`config.mk`:
```
export PLATFORM = sky130hd
export DESIGN_NAME = axi4lite_native_bridge_flat
export DESIGN_NICKNAME = d
export VERILOG_FILES = /design/src/rtl/axi4lite_native_bridge_if.sv /design/src/rtl/axi4lite_native_bridge.sv /design/src/flat_wrapper.sv
export SDC_FILE = /design/constraint.sdc
export NUM_CORES = 1
export LEC_CHECK = 0
export ABC_AREA = 1
export ABC_CLOCK_PERIOD_IN_PS = 4200
export BUFFER_PORTS_ARGS = -buffer_cell sky130_fd_sc_hd__buf_2
export CORE_ASPECT_RATIO = 1.75
export CORE_UTILIZATION = 25
export CTS_CLUSTER_SIZE = 10
export DETAILED_ROUTE_END_ITERATION = 12
export MAX_ROUTING_LAYER = met4
export PLACE_DENSITY_LB_ADDON = 0.08
export SYNTH_ARGS = -nofsm -noshare
export SYNTH_HDL_FRONTEND = slang
export SYNTH_SLANG_ARGS = --single-unit
```
`constraint.sdc`:
```
create_clock -name clk -period 4.2 [get_ports clk]
set_input_delay 0.21 -clock clk [delete_from_list [all_inputs] [get_ports clk]]
set_output_delay 0.21 -clock clk [all_outputs]
set_load 0.1 [all_outputs]
```
`src/rtl/axi4lite_native_bridge_if.sv`:
```
// Bus bundle between an AXI4-Lite master and the native memory port.
// The slave modport is the bridge's own view of the bundle.
interface axi4lite_native_bridge_if;
   logic        s_awvalid;
   logic        s_awready;
   logic [31:0] s_awaddr;
   logic [2:0]  s_awprot;
   logic        s_wvalid;
   logic        s_wready;
   logic [31:0] s_wdata;
   logic [3:0]  s_wstrb;
   logic        s_bvalid;
   logic        s_bready;
   logic [1:0]  s_bresp;
   logic        s_arvalid;
   logic        s_arready;
   logic [31:0] s_araddr;
   logic [2:0]  s_arprot;
   logic        s_rvalid;
   logic        s_rready;
   logic [31:0] s_rdata;
   logic [1:0]  s_rresp;
   logic        mem_valid;
   logic        mem_instr;
   logic        mem_ready;
   logic [31:0] mem_addr;
   logic [31:0] mem_wdata;
   logic [3:0]  mem_wstrb;
   logic [31:0] mem_rdata;

   modport slave (
      input  s_awvalid, s_awaddr, s_awprot, s_wvalid, s_wdata, s_wstrb, s_bready,
      input  s_arvalid, s_araddr, s_arprot, s_rready, mem_ready, mem_rdata,
      output s_awready, s_wready, s_bvalid, s_bresp, s_arready, s_rvalid, s_rdata, s_rresp,
      output mem_valid, mem_instr, mem_addr, mem_wdata, mem_wstrb
   );

   modport master (
      output s_awvalid, s_awaddr, s_awprot, s_wvalid, s_wdata, s_wstrb, s_bready,
      output s_arvalid, s_araddr, s_arprot, s_rready, mem_ready, mem_rdata,
      input  s_awready, s_wready, s_bvalid, s_bresp, s_arready, s_rvalid, s_rdata, s_rresp,
      input  mem_valid, mem_instr, mem_addr, mem_wdata, mem_wstrb
   );
endinterface

```
`src/rtl/axi4lite_native_bridge.sv`:
```
// AXI4-Lite slave feeding a single-outstanding native memory bus, with
// one-deep AW/W/AR holding registers, round-robin arbitration and optional timeout.
module axi4lite_native_bridge #(
   parameter int unsigned TIMEOUT_CYCLES = 0
) (
   input  logic                           clk,
   input  logic                           reset,
   axi4lite_native_bridge_if.slave        bus,
   output logic [2:0]                     dbg_state
);
   typedef enum logic [2:0] {IDLE, RD, WR, RRESP, BRESP} state_t;

   localparam logic [31:0] TO_LAST = (TIMEOUT_CYCLES == 0) ? 32'd0 : 32'(TIMEOUT_CYCLES - 1);

   state_t      state, state_n;
   logic        aw_full, w_full, ar_full;
   logic [31:0] aw_addr, w_data, ar_addr;
   logic [3:0]  w_strb;
   logic        ar_instr;
   logic        rd_first;
   logic [31:0] to_cnt;
   logic        rd_pend, wr_pend, to_hit;
   logic        start_rd, start_wr, done, timed_out;
   logic        unused_prot;

   assign unused_prot = ^{bus.s_awprot, bus.s_arprot[1:0]};

   // Every channel transfers on the rising edge where valid && ready are both
   // high; a source holds valid and payload until then, ready never waits on valid.
   assign bus.s_awready = !aw_full && !reset;
   assign bus.s_wready  = !w_full  && !reset;
   assign bus.s_arready = !ar_full && !reset;

   assign rd_pend   = ar_full;
   assign wr_pend   = aw_full && w_full;
   assign to_hit    = (TIMEOUT_CYCLES != 0) && (to_cnt == TO_LAST);
   assign dbg_state = state;

   always_ff @(posedge clk) begin
      if (reset) state <= IDLE;
      else       state <= state_n;
   end

   always_comb begin
      state_n   = state;
      start_rd  = 1'b0;
      start_wr  = 1'b0;
      done      = 1'b0;
      timed_out = 1'b0;
      case (state)
         IDLE: begin
            if (rd_pend && (!wr_pend || rd_first)) begin
               state_n  = RD;
               start_rd = 1'b1;
            end else if (wr_pend) begin
               state_n  = WR;
               start_wr = 1'b1;
            end
         end
         // mem_valid is high for the whole of RD/WR, so mem_ready is always meaningful here
         RD, WR: begin
            if (bus.mem_ready) begin
               done    = 1'b1;
               state_n = (state == RD) ? RRESP : BRESP;
            end else if (to_hit) begin
               timed_out = 1'b1;
               state_n   = (state == RD) ? RRESP : BRESP;
            end
         end
         RRESP:   if (bus.s_rready) state_n = IDLE;
         BRESP:   if (bus.s_bready) state_n = IDLE;
         default: state_n = IDLE;
      endcase
   end

   always_ff @(posedge clk) begin
      if (reset) begin
         aw_full       <= 1'b0;
         w_full        <= 1'b0;
         ar_full       <= 1'b0;
         aw_addr       <= '0;
         w_data        <= '0;
         w_strb        <= '0;
         ar_addr       <= '0;
         ar_instr      <= 1'b0;
         rd_first      <= 1'b1;
         to_cnt        <= '0;
         bus.mem_valid <= 1'b0;
         bus.mem_instr <= 1'b0;
         bus.mem_addr  <= '0;
         bus.mem_wdata <= '0;
         bus.mem_wstrb <= '0;
         bus.s_rvalid  <= 1'b0;
         bus.s_rdata   <= '0;
         bus.s_rresp   <= '0;
         bus.s_bvalid  <= 1'b0;
         bus.s_bresp   <= '0;
      end else begin
         if (bus.s_awvalid && bus.s_awready) begin
            aw_full <= 1'b1;
            aw_addr <= bus.s_awaddr;
         end
         if (bus.s_wvalid && bus.s_wready) begin
            w_full <= 1'b1;
            w_data <= bus.s_wdata;
            w_strb <= bus.s_wstrb;
         end
         if (bus.s_arvalid && bus.s_arready) begin
            ar_full  <= 1'b1;
            ar_addr  <= bus.s_araddr;
            ar_instr <= bus.s_arprot[2];
         end

         if (start_rd) begin
            bus.mem_valid <= 1'b1;
            bus.mem_addr  <= ar_addr;
            bus.mem_wdata <= '0;
            bus.mem_wstrb <= 4'b0000;
            bus.mem_instr <= ar_instr;
         end
         if (start_wr) begin
            bus.mem_valid <= 1'b1;
            bus.mem_addr  <= aw_addr;
            bus.mem_wdata <= w_data;
            bus.mem_wstrb <= w_strb;
            bus.mem_instr <= 1'b0;
         end

         // The pointer only moves when it actually decided a contest
         if (start_rd || start_wr) begin
            to_cnt <= '0;
            if (rd_pend && wr_pend) rd_first <= !rd_first;
         end else if (state == RD || state == WR) begin
            to_cnt <= to_cnt + 32'd1;
         end

         if (done || timed_out) begin
            bus.mem_valid <= 1'b0;
            if (state == RD) begin
               ar_full      <= 1'b0;
               bus.s_rvalid <= 1'b1;
               bus.s_rdata  <= done ? bus.mem_rdata : 32'd0;
               bus.s_rresp  <= done ? 2'b00 : 2'b10;
            end else begin
               aw_full      <= 1'b0;
               w_full       <= 1'b0;
               bus.s_bvalid <= 1'b1;
               bus.s_bresp  <= done ? 2'b00 : 2'b10;
            end
         end

         if (state == RRESP && bus.s_rready) bus.s_rvalid <= 1'b0;
         if (state == BRESP && bus.s_bready) bus.s_bvalid <= 1'b0;
      end
   end
endmodule

```
`src/flat_wrapper.sv`:
```
// flat-port wrapper written by rule: the top's interface ports become plain ports
module axi4lite_native_bridge_flat 
#(
   parameter int unsigned TIMEOUT_CYCLES = 0
)
  (clk, reset, dbg_state, bus_s_awvalid, bus_s_awaddr, bus_s_awprot, bus_s_wvalid, bus_s_wdata, bus_s_wstrb, bus_s_bready, bus_s_arvalid, bus_s_araddr, bus_s_arprot, bus_s_rready, bus_mem_ready, bus_mem_rdata, bus_s_awready, bus_s_wready, bus_s_bvalid, bus_s_bresp, bus_s_arready, bus_s_rvalid, bus_s_rdata, bus_s_rresp, bus_mem_valid, bus_mem_instr, bus_mem_addr, bus_mem_wdata, bus_mem_wstrb);
  axi4lite_native_bridge_if bus_i ();
  input  logic clk;
  input  logic reset;
  output logic [2:0] dbg_state;
  input wire logic [$bits(bus_i.s_awvalid)-1:0] bus_s_awvalid;
  input wire logic [$bits(bus_i.s_awaddr)-1:0] bus_s_awaddr;
  input wire logic [$bits(bus_i.s_awprot)-1:0] bus_s_awprot;
  input wire logic [$bits(bus_i.s_wvalid)-1:0] bus_s_wvalid;
  input wire logic [$bits(bus_i.s_wdata)-1:0] bus_s_wdata;
  input wire logic [$bits(bus_i.s_wstrb)-1:0] bus_s_wstrb;
  input wire logic [$bits(bus_i.s_bready)-1:0] bus_s_bready;
  input wire logic [$bits(bus_i.s_arvalid)-1:0] bus_s_arvalid;
  input wire logic [$bits(bus_i.s_araddr)-1:0] bus_s_araddr;
  input wire logic [$bits(bus_i.s_arprot)-1:0] bus_s_arprot;
  input wire logic [$bits(bus_i.s_rready)-1:0] bus_s_rready;
  input wire logic [$bits(bus_i.mem_ready)-1:0] bus_mem_ready;
  input wire logic [$bits(bus_i.mem_rdata)-1:0] bus_mem_rdata;
  output wire logic [$bits(bus_i.s_awready)-1:0] bus_s_awready;
  output wire logic [$bits(bus_i.s_wready)-1:0] bus_s_wready;
  output wire logic [$bits(bus_i.s_bvalid)-1:0] bus_s_bvalid;
  output wire logic [$bits(bus_i.s_bresp)-1:0] bus_s_bresp;
  output wire logic [$bits(bus_i.s_arready)-1:0] bus_s_arready;
  output wire logic [$bits(bus_i.s_rvalid)-1:0] bus_s_rvalid;
  output wire logic [$bits(bus_i.s_rdata)-1:0] bus_s_rdata;
  output wire logic [$bits(bus_i.s_rresp)-1:0] bus_s_rresp;
  output wire logic [$bits(bus_i.mem_valid)-1:0] bus_mem_valid;
  output wire logic [$bits(bus_i.mem_instr)-1:0] bus_mem_instr;
  output wire logic [$bits(bus_i.mem_addr)-1:0] bus_mem_addr;
  output wire logic [$bits(bus_i.mem_wdata)-1:0] bus_mem_wdata;
  output wire logic [$bits(bus_i.mem_wstrb)-1:0] bus_mem_wstrb;
  assign bus_i.s_awvalid = bus_s_awvalid;
  assign bus_i.s_awaddr = bus_s_awaddr;
  assign bus_i.s_awprot = bus_s_awprot;
  assign bus_i.s_wvalid = bus_s_wvalid;
  assign bus_i.s_wdata = bus_s_wdata;
  assign bus_i.s_wstrb = bus_s_wstrb;
  assign bus_i.s_bready = bus_s_bready;
  assign bus_i.s_arvalid = bus_s_arvalid;
  assign bus_i.s_araddr = bus_s_araddr;
  assign bus_i.s_arprot = bus_s_arprot;
  assign bus_i.s_rready = bus_s_rready;
  assign bus_i.mem_ready = bus_mem_ready;
  assign bus_i.mem_rdata = bus_mem_rdata;
  assign bus_s_awready = bus_i.s_awready;
  assign bus_s_wready = bus_i.s_wready;
  assign bus_s_bvalid = bus_i.s_bvalid;
  assign bus_s_bresp = bus_i.s_bresp;
  assign bus_s_arready = bus_i.s_arready;
  assign bus_s_rvalid = bus_i.s_rvalid;
  assign bus_s_rdata = bus_i.s_rdata;
  assign bus_s_rresp = bus_i.s_rresp;
  assign bus_mem_valid = bus_i.mem_valid;
  assign bus_mem_instr = bus_i.mem_instr;
  assign bus_mem_addr = bus_i.mem_addr;
  assign bus_mem_wdata = bus_i.mem_wdata;
  assign bus_mem_wstrb = bus_i.mem_wstrb;
  axi4lite_native_bridge #(.TIMEOUT_CYCLES(TIMEOUT_CYCLES)) u_core (.clk(clk), .reset(reset), .bus(bus_i), .dbg_state(dbg_state));
endmodule
```
==> results of run 1 <==
## routing by layer
layer | up-vias | part of all wire | GRT usage
met3 | 40 | 0.049 | 0.02594
met1 | 3443 | 0.42 | 0.1795
met2 | 194 | 0.50 | 0.2846
met4 | 0 | 0.029 | 0.06110
li1 | 3850 | - | -
met5 | - | 0 | -
## synthesized netlist by cell type
| cell type | count | area, µm² |
|---|---|---|
| nand2_2 | 1 | 6.260 |
| nor4_1 | 2 | 12.51 |
| nor2_4 | 2 | 22.52 |
| o21ai_0 | 129 | 645.6 |
| o211ai_1 | 7 | 52.55 |
| nand3b_1 | 1 | 7.510 |
| nand3_1 | 78 | 390.4 |
| o21ai_1 | 31 | 155.2 |
| buf_6 | 3 | 33.78 |
| inv_2 | 5 | 18.77 |
| a211oi_1 | 2 | 15.01 |
| nand2_4 | 1 | 11.26 |
| inv_1 | 17 | 63.81 |
| nor3b_4 | 1 | 18.77 |
| nand4_1 | 1 | 6.260 |
| a21oi_2 | 1 | 8.760 |
| buf_2 | 24 | 120.1 |
| o31ai_1 | 4 | 30.03 |
| nand2_1 | 273 | 1025 |
| nor3b_2 | 1 | 12.51 |
| nand3_2 | 3 | 30.03 |
| buf_1 | 3 | 11.26 |
| clkinv_4 | 1 | 8.760 |
| buf_4 | 9 | 67.56 |
| a31oi_1 | 20 | 125.1 |
| conb_1 | 1 | 3.750 |
| nor2_2 | 2 | 12.51 |
| nor2_1 | 76 | 285.3 |
| dfxtp_1 | 212 | 4244 |
| clkbuf_1 | 34 | 127.6 |
| o21ai_2 | 10 | 87.58 |
| nor3_1 | 4 | 20.02 |
| a21oi_1 | 4 | 20.02 |
## cell families after synthesis
group / synth area share
AOI/OAI and AO/OA: 0.1480
DFF: 0.5512
and+or+nand+nor: 0.2416
buffers and inverters: 0.05866
other: 0.0004870
## worst paths after layout
path / from / endpoint / slack (ns) / cells past startpoint
setup reg to reg: u_core.dbg_state[1] / u_core.bus.mem_addr[12] / 1.84 / 9
hold / removal: bus_mem_ready / u_core.bus.mem_valid / 0.03 / 4
setup / recovery: u_core.dbg_state[1] / u_core.bus.mem_addr[12] / 1.84 / 9
hold reg to reg: u_core.w_data[13] / u_core.bus.mem_wdata[13] / 0.46 / 2
## final cells by class
class	count	area share
Clock buffer	28	0.05764
Tap cell	387	0.04314
Timing Repair Buffer	395	0.2401
Sequential cell	212	0.3781
Multi-Input combinational cell	658	0.2697
Inverter	23	0.008584
Clock inverter	1	0.002676
## metrics by stage
| step | utilization | hold WS [ns] | area [µm²] | setup slack [ns] |
|---|---|---|---|---|
| finish | 0.3721 | 0.02513 | 11220 | 1.839 |
| global route | 0.3721 | 0.06628 | 11220 | 1.580 |
| CTS | 0.3721 | 0.002675 | 11220 | 1.702 |
| detailed placement | 0.3042 | 0.4151 | 9175 | 1.727 |
| global placement | 0.3042 | 0.4099 | 9175 | 1.693 |
| floorplan | - | 0.2995 | 7711 | 2.019 |
## critical path, cell delays in order, from the launching register on
cell and delay, ns:
dfxtp_1 0.37, inv_2 0.13, nand3_2 0.14, nor2_4 0.73, nor2_4 0.20, buf_4 0.36, nand2_1 0.11, nand3_1 0.06
nand2_1 0.06, inv_1 0.05
## layout by cell type (no fill, tap or decap), types with 3 or more instances in the layout
cell,Yosys,routed
nand2_1,273,273
buf_2,24,250
dfxtp_1,212,212
dlygate4sd3_1,0,137
o21ai_0,129,129
nand3_1,78,78
nor2_1,76,76
o21ai_1,31,31
clkbuf_16,0,25
a31oi_1,20,20
inv_1,17,17
o21ai_2,10,10
o211ai_1,7,7
buf_4,9,7
o31ai_1,4,4
inv_2,5,4
a21oi_1,4,4
conb_1,1,4
nand3_2,3,3
nor3_1,4,3
## what timing repair did
action	in CTS	in global routing
setup endpoints to repair	0	0
hold buffers	137	0
endpoints found under the hold margin	137	0
resized for setup	0	0
## flip-flops by register name, summed over array words and instances (netlist names), 3 cells and up
name	count
u_core.ar_addr	32
u_core.aw_addr	32
u_core.bus.mem_addr	32
u_core.bus.mem_wdata	32
u_core.bus.s_rdata	32
u_core.w_data	32
u_core.bus.mem_wstrb	4
u_core.w_strb	4
u_core.dbg_state	3
## power breakdown
part           switching, mW  total, mW  internal, mW
Clock                  0.807       1.94          1.13
Combinational           1.41       1.78         0.371
Sequential             0.110       2.34          2.23
Total                   2.33       6.06          3.73
==> flow_metrics.tcl, run 1 <==
set metrics [dict create \
    die_h_um 234.2 \
    drt_iter0_drc 200 \
    place_inst 1538 \
    setup_violations 0 \
    grt_pass1_vias 7271 \
    cp.required_ns 4.60 \
    hpwl_um 15290 \
    vdd_drop_max_v 0.0003207 \
    vias 7527 \
    via_per_inst 4.417 \
    cts_buffers 25 \
    max_cap_viol_count 0 \
    cts_max_path_buffers 3 \
    die_w_um 134.7 \
    ys_warn_count 0 \
    leakagePower_nw 4.865 \
    clock_latency_ns 0.52 \
    io_buffer_count 250 \
    skew_ns 0.01985 \
    period_share 0.5622 \
    p_per_area_nw_per_um2 539.6 \
    grt_overflow 0 \
    synthCells 963 \
    nFillCells 3201 \
    period_minus_slack_ns 2.361 \
    tightestPinTransition_ns 1.024 \
    syn2layout_area_growth_pct 45.76 \
    gp_congestion 0.7550 \
    path_class "reg2reg" \
    crit_path_end_kind "flip-flop" \
    cts_setup_buffers 0 \
    grtUsageTotal 0.1609 \
    grt_max_degree 110 \
    startpoint_type "flip-flop" \
    fmax_mhz 423.5 \
    drive_gt1_frac 0.2384 \
    min_path_type "in2reg" \
    rsz0062_at_grt "false" \
    final-max-slew-violation-count 0 \
    relSlewSlack 0.3167 \
    cts_tree "yes" \
    ys_seq_area_frac 0.5512 \
    core_area_um2 30160 \
    synth-seq-cells 212 \
    power_mw 6.056 \
    clock_tree.root_cell "clkbuf_16" \
    dieArea_um2 31530 \
    drt_first_pass_iters 4 \
    detail-route-antenna-nets 0 \
    fin_nets 1461 \
    std_cell_rows 84 \
    status "complete, no violations" \
    final-hold-violation-count 0 \
    clock_sinks 212 \
    wl_per_cell_um 14.61 \
    drc 0 \
    cp.arrival_ns 2.76 \
    seqCellArea_um2 4244 \
    grt_pass1_wl_um 38640 \
    synth_cell_type_count 33 \
    start_util 0.2553 \
    netlist_area_um2 7700 \
    antenna_found_initial 0 \
    io_pins 260 \
    cts-htree-levels 1 \
    fin_cells 1704 \
    tns_ns 0 \
    multiInputGateArea_um2 3027 \
    post_synth.cell_area_avg_um2 7.996 \
    worstPathMaxFanout 38 \
    num_antenna_cells 0 \
    finalWirelength_um 24890 \
    clkTransAtPathRegs_ns 0.05 \
]
Note: power is estimated with default switching activity, not from simulation.
==> run 2: changes to the inputs <==
--- a/config.mk
+++ b/config.mk
@@ -5,8 +5,8 @@
 export SDC_FILE = /design/constraint.sdc
 export NUM_CORES = 1
 export LEC_CHECK = 0
-export ABC_AREA = 1
-export ABC_CLOCK_PERIOD_IN_PS = 4200
+export ABC_AREA = 0
+export ABC_CLOCK_PERIOD_IN_PS = 2300
 export BUFFER_PORTS_ARGS = -buffer_cell sky130_fd_sc_hd__buf_2
 export CORE_ASPECT_RATIO = 1.75
 export CORE_UTILIZATION = 25
==> constraint.sdc (replaced) <==
create_clock -name clk -period 2.3 [get_ports clk]
set_input_delay 0.115 -clock clk [delete_from_list [all_inputs] [get_ports clk]]
set_output_delay 0.115 -clock clk [all_outputs]
set_load 0.1 [all_outputs]
==> run 2 against run 1 <==
Compared with the run above: core utilization is 0.065 points higher; sequential share of layout area is 1.6 points lower; cell count is 0.35% lower; register-to-register slack worse by 1.6 ns; critical path type unchanged; largest cell class unchanged.
==> flow_metrics.tcl, run 2 <==
set metrics [dict create \
    hpwl_um 15180 \
    path_class "reg2reg" \
    fmax_mhz 480.7 \
    synth-edff-count 0 \
    worstPathMaxFanout 32 \
    cts-resized-gates 0 \
    synth_cell_type_count 41 \
    ys_warn_count 0 \
    synth_area_leaders "dfxtp_1 (53%), nand2_1 (10%), nand2b_1 (8.2%)" \
    hold_depth 4 \
    crit_path_end_kind "flip-flop" \
    ys_seq_area_frac 0.5345 \
    grt_pass1_vias 7514 \
    switching_share 0.3130 \
    die_h_um 237.8 \
    design_area_um2 11710 \
    p_sw_mw 2.947 \
    tightestPinTransition_ns 0.5298 \
    ys.flop_type "dfxtp_1" \
    setup_violations 0 \
    synth_top_area_frac 0.5345 \
    cts-htree-levels 1 \
    cp.arrival_ns 2.54 \
    r2r_setup_slack_ns 0.22 \
    std_cell_rows 86 \
    clock_sinks 212 \
    p_per_area_nw_per_um2 804.0 \
    vdd_drop_max_v 0.0006068 \
    period_share 0.9044 \
    seqPwrFrac 0.429 \
    synthArstFlopShare 0 \
    drc 0 \
    post_synth.cell_area_avg_um2 8.456 \
    cpMaxStageDelayCell "dfxtp_1" \
    rr_endpoint "u_core.bus.s_rdata[25]" \
    gp_congestion 0.7052 \
    rsz0062_at_grt "false" \
    grtUsageTotal 0.1566 \
    most-common-layout-cells "buf_2 (249), nand2_1 (213), dfxtp_1 (212), dlygate4sd3_1 (147), nand2b_1 (104)" \
    cts_setup_buffers 0 \
    synth_most_common_cell "nand2_1" \
    timing.rr.start "u_core.dbg_state[2]" \
    core_area_um2 31420 \
    cts_max_path_buffers 3 \
    synth-seq-cells 212 \
    p_int_mw 6.468 \
    io_pins 260 \
    antenna_found_initial 0 \
    final-max-slew-violation-count 0 \
    io_buffer_count 250 \
    via_per_inst 4.469 \
    place_area_um2 9589 \
    synthCells 939 \
    comb_power_share 0.209 \
    vias 7589 \
    cp.required_ns 2.76 \
    nFillCells 3378 \
    startpoint_type "flip-flop" \
    syn2layout_area_growth_pct 47.49 \
    cts_tree "yes" \
    detail-route-antenna-nets 0 \
    fin_util 0.3727 \
    cts_buffers 25 \
    drive_gt1_frac 0.2389 \
    period_minus_slack_ns 2.080 \
    tns_ns 0 \
    ctsHoldBuffers 147 \
    clkTransAtPathRegs_ns 0.06 \
    final_common_cell "buf_2" \
    crit_chain "nor2_1 -> nand3_1 -> buf_4 -> nand2_1 -> a21oi_1 -> dlygate4sd3_1" \
    startpoint "u_core.dbg_state[2]" \
    skew_ns 0.006904 \
    synthTopCellsByCount "nand2_1 (213), dfxtp_1 (212), nand2b_1 (104)" \
    final-hold-violation-count 0 \
    max_stage_delay_ns 0.62 \
    leakagePower_nw 4.793 \
    status "complete, no violations" \
    drt_first_pass_iters 6 \
    min_from "bus_s_araddr[2]" \
    netlist_area_um2 7940 \
    num_antenna_cells 0 \
    critPathTopFamily "buffers and inverters" \
    grt_max_degree 115 \
    drt_iter0_drc 429 \
    min_path_type "in2reg" \
    grt_overflow 0 \
    finalWirelength_um 24980 \
    yosys.area.top_type "dfxtp_1" \
    crit_end "u_core.bus.s_rdata[25]" \
    dieArea_um2 32500 \
    relSlewSlack 0.6492 \
    fin_nets 1447 \
    cp_num_buf_inv 2 \
    die_w_um 136.7 \
    max_cap_viol_count 0 \
    clock_tree.root_cell "clkbuf_16" \
    power_frac_clock 0.362 \
    worst-path-stages 6 \
    start_util 0.2527 \
    grt_pass1_wl_um 38910 \
    rr_worst_depth 6 \
    wl_per_cell_um 14.71 \
    clock_latency_ns 0.52 \
]
run 2: kinds of logic (layout without fill, tap and decap cells):
logic type / after synthesis / after routing / synth area share
and+or+nand+nor: 413 / 413 / 0.2403
xor gates and xnor gates: 1 / 1 / 0.001103
muxes: 2 / 2 / 0.002521
other: 1 / 4 / 0.0004723
buffers and inverters: 87 / 447 / 0.05011
DFF: 212 / 212 / 0.5345
AOI/OAI and AO/OA: 223 / 223 / 0.1710
run 2: power by group through the flow:
stage	clock, mW	sequential, mW	combinational [mW]
3_5_place_dp	0	4.12	1.79
5_1_grt	3.70	4.07	2.11
2_1_floorplan	0	4.70	0.704
4_1_cts	3.59	4.04	2.00
3_3_place_gp	0	4.12	1.79
6_report	3.41	4.04	1.96
run 2: cell type report:
class	instances	area [µm²]	area share
repair buffers	416	2972	0.2537
clock buffers	27	643.1	0.05491
flip-flops and latches	212	4244	0.3624
multi-input cells	643	3338	0.2850
inverters	3	11.26	0.0009615
clock inverters	1	7.507	0.0006410
well taps	396	495.5	0.04231
run 2: layer usage:
layer	vias up	wire length, µm	global-route usage
met5	-	0	-
met4	0	612	0.05185
met3	40	1270	0.02261
met2	189	12890	0.2838
met1	3497	10200	0.1714
li1	3863	-	-
run 2: tightest hold or removal path: stages:
cell,delay [ns]
dlygate4sd3_1,0.52
buf_2,0.09
nand2_1,0.03
o21ai_0,0.05
run 2: worst min path at each step:
stage,end,slack (ns)
global route,u_core.aw_addr[14],0.32
detailed placement,u_core.ar_addr[0],0.31
global placement,u_core.ar_addr[0],0.31
finish,u_core.ar_addr[2],0.32
CTS,u_core.ar_addr[0],0.29
floorplan,u_core.ar_addr[0],0.22
run 2: per-stage QoR:
step | power (mW) | worst slack (ns) | cells | hold WS (ns)
after global placement | 5.905 | 0.4687 | 1523 | 0.3092
final | 9.415 | 0.2199 | 1698 | 0.3203
after floorplan | 5.403 | 0.07428 | 942 | 0.2236
after global routing | 9.877 | 0.03483 | 1698 | 0.3239
after CTS | 9.630 | 0.2182 | 1698 | 0.2916
after detailed placement | 5.911 | 0.4627 | 1523 | 0.3148
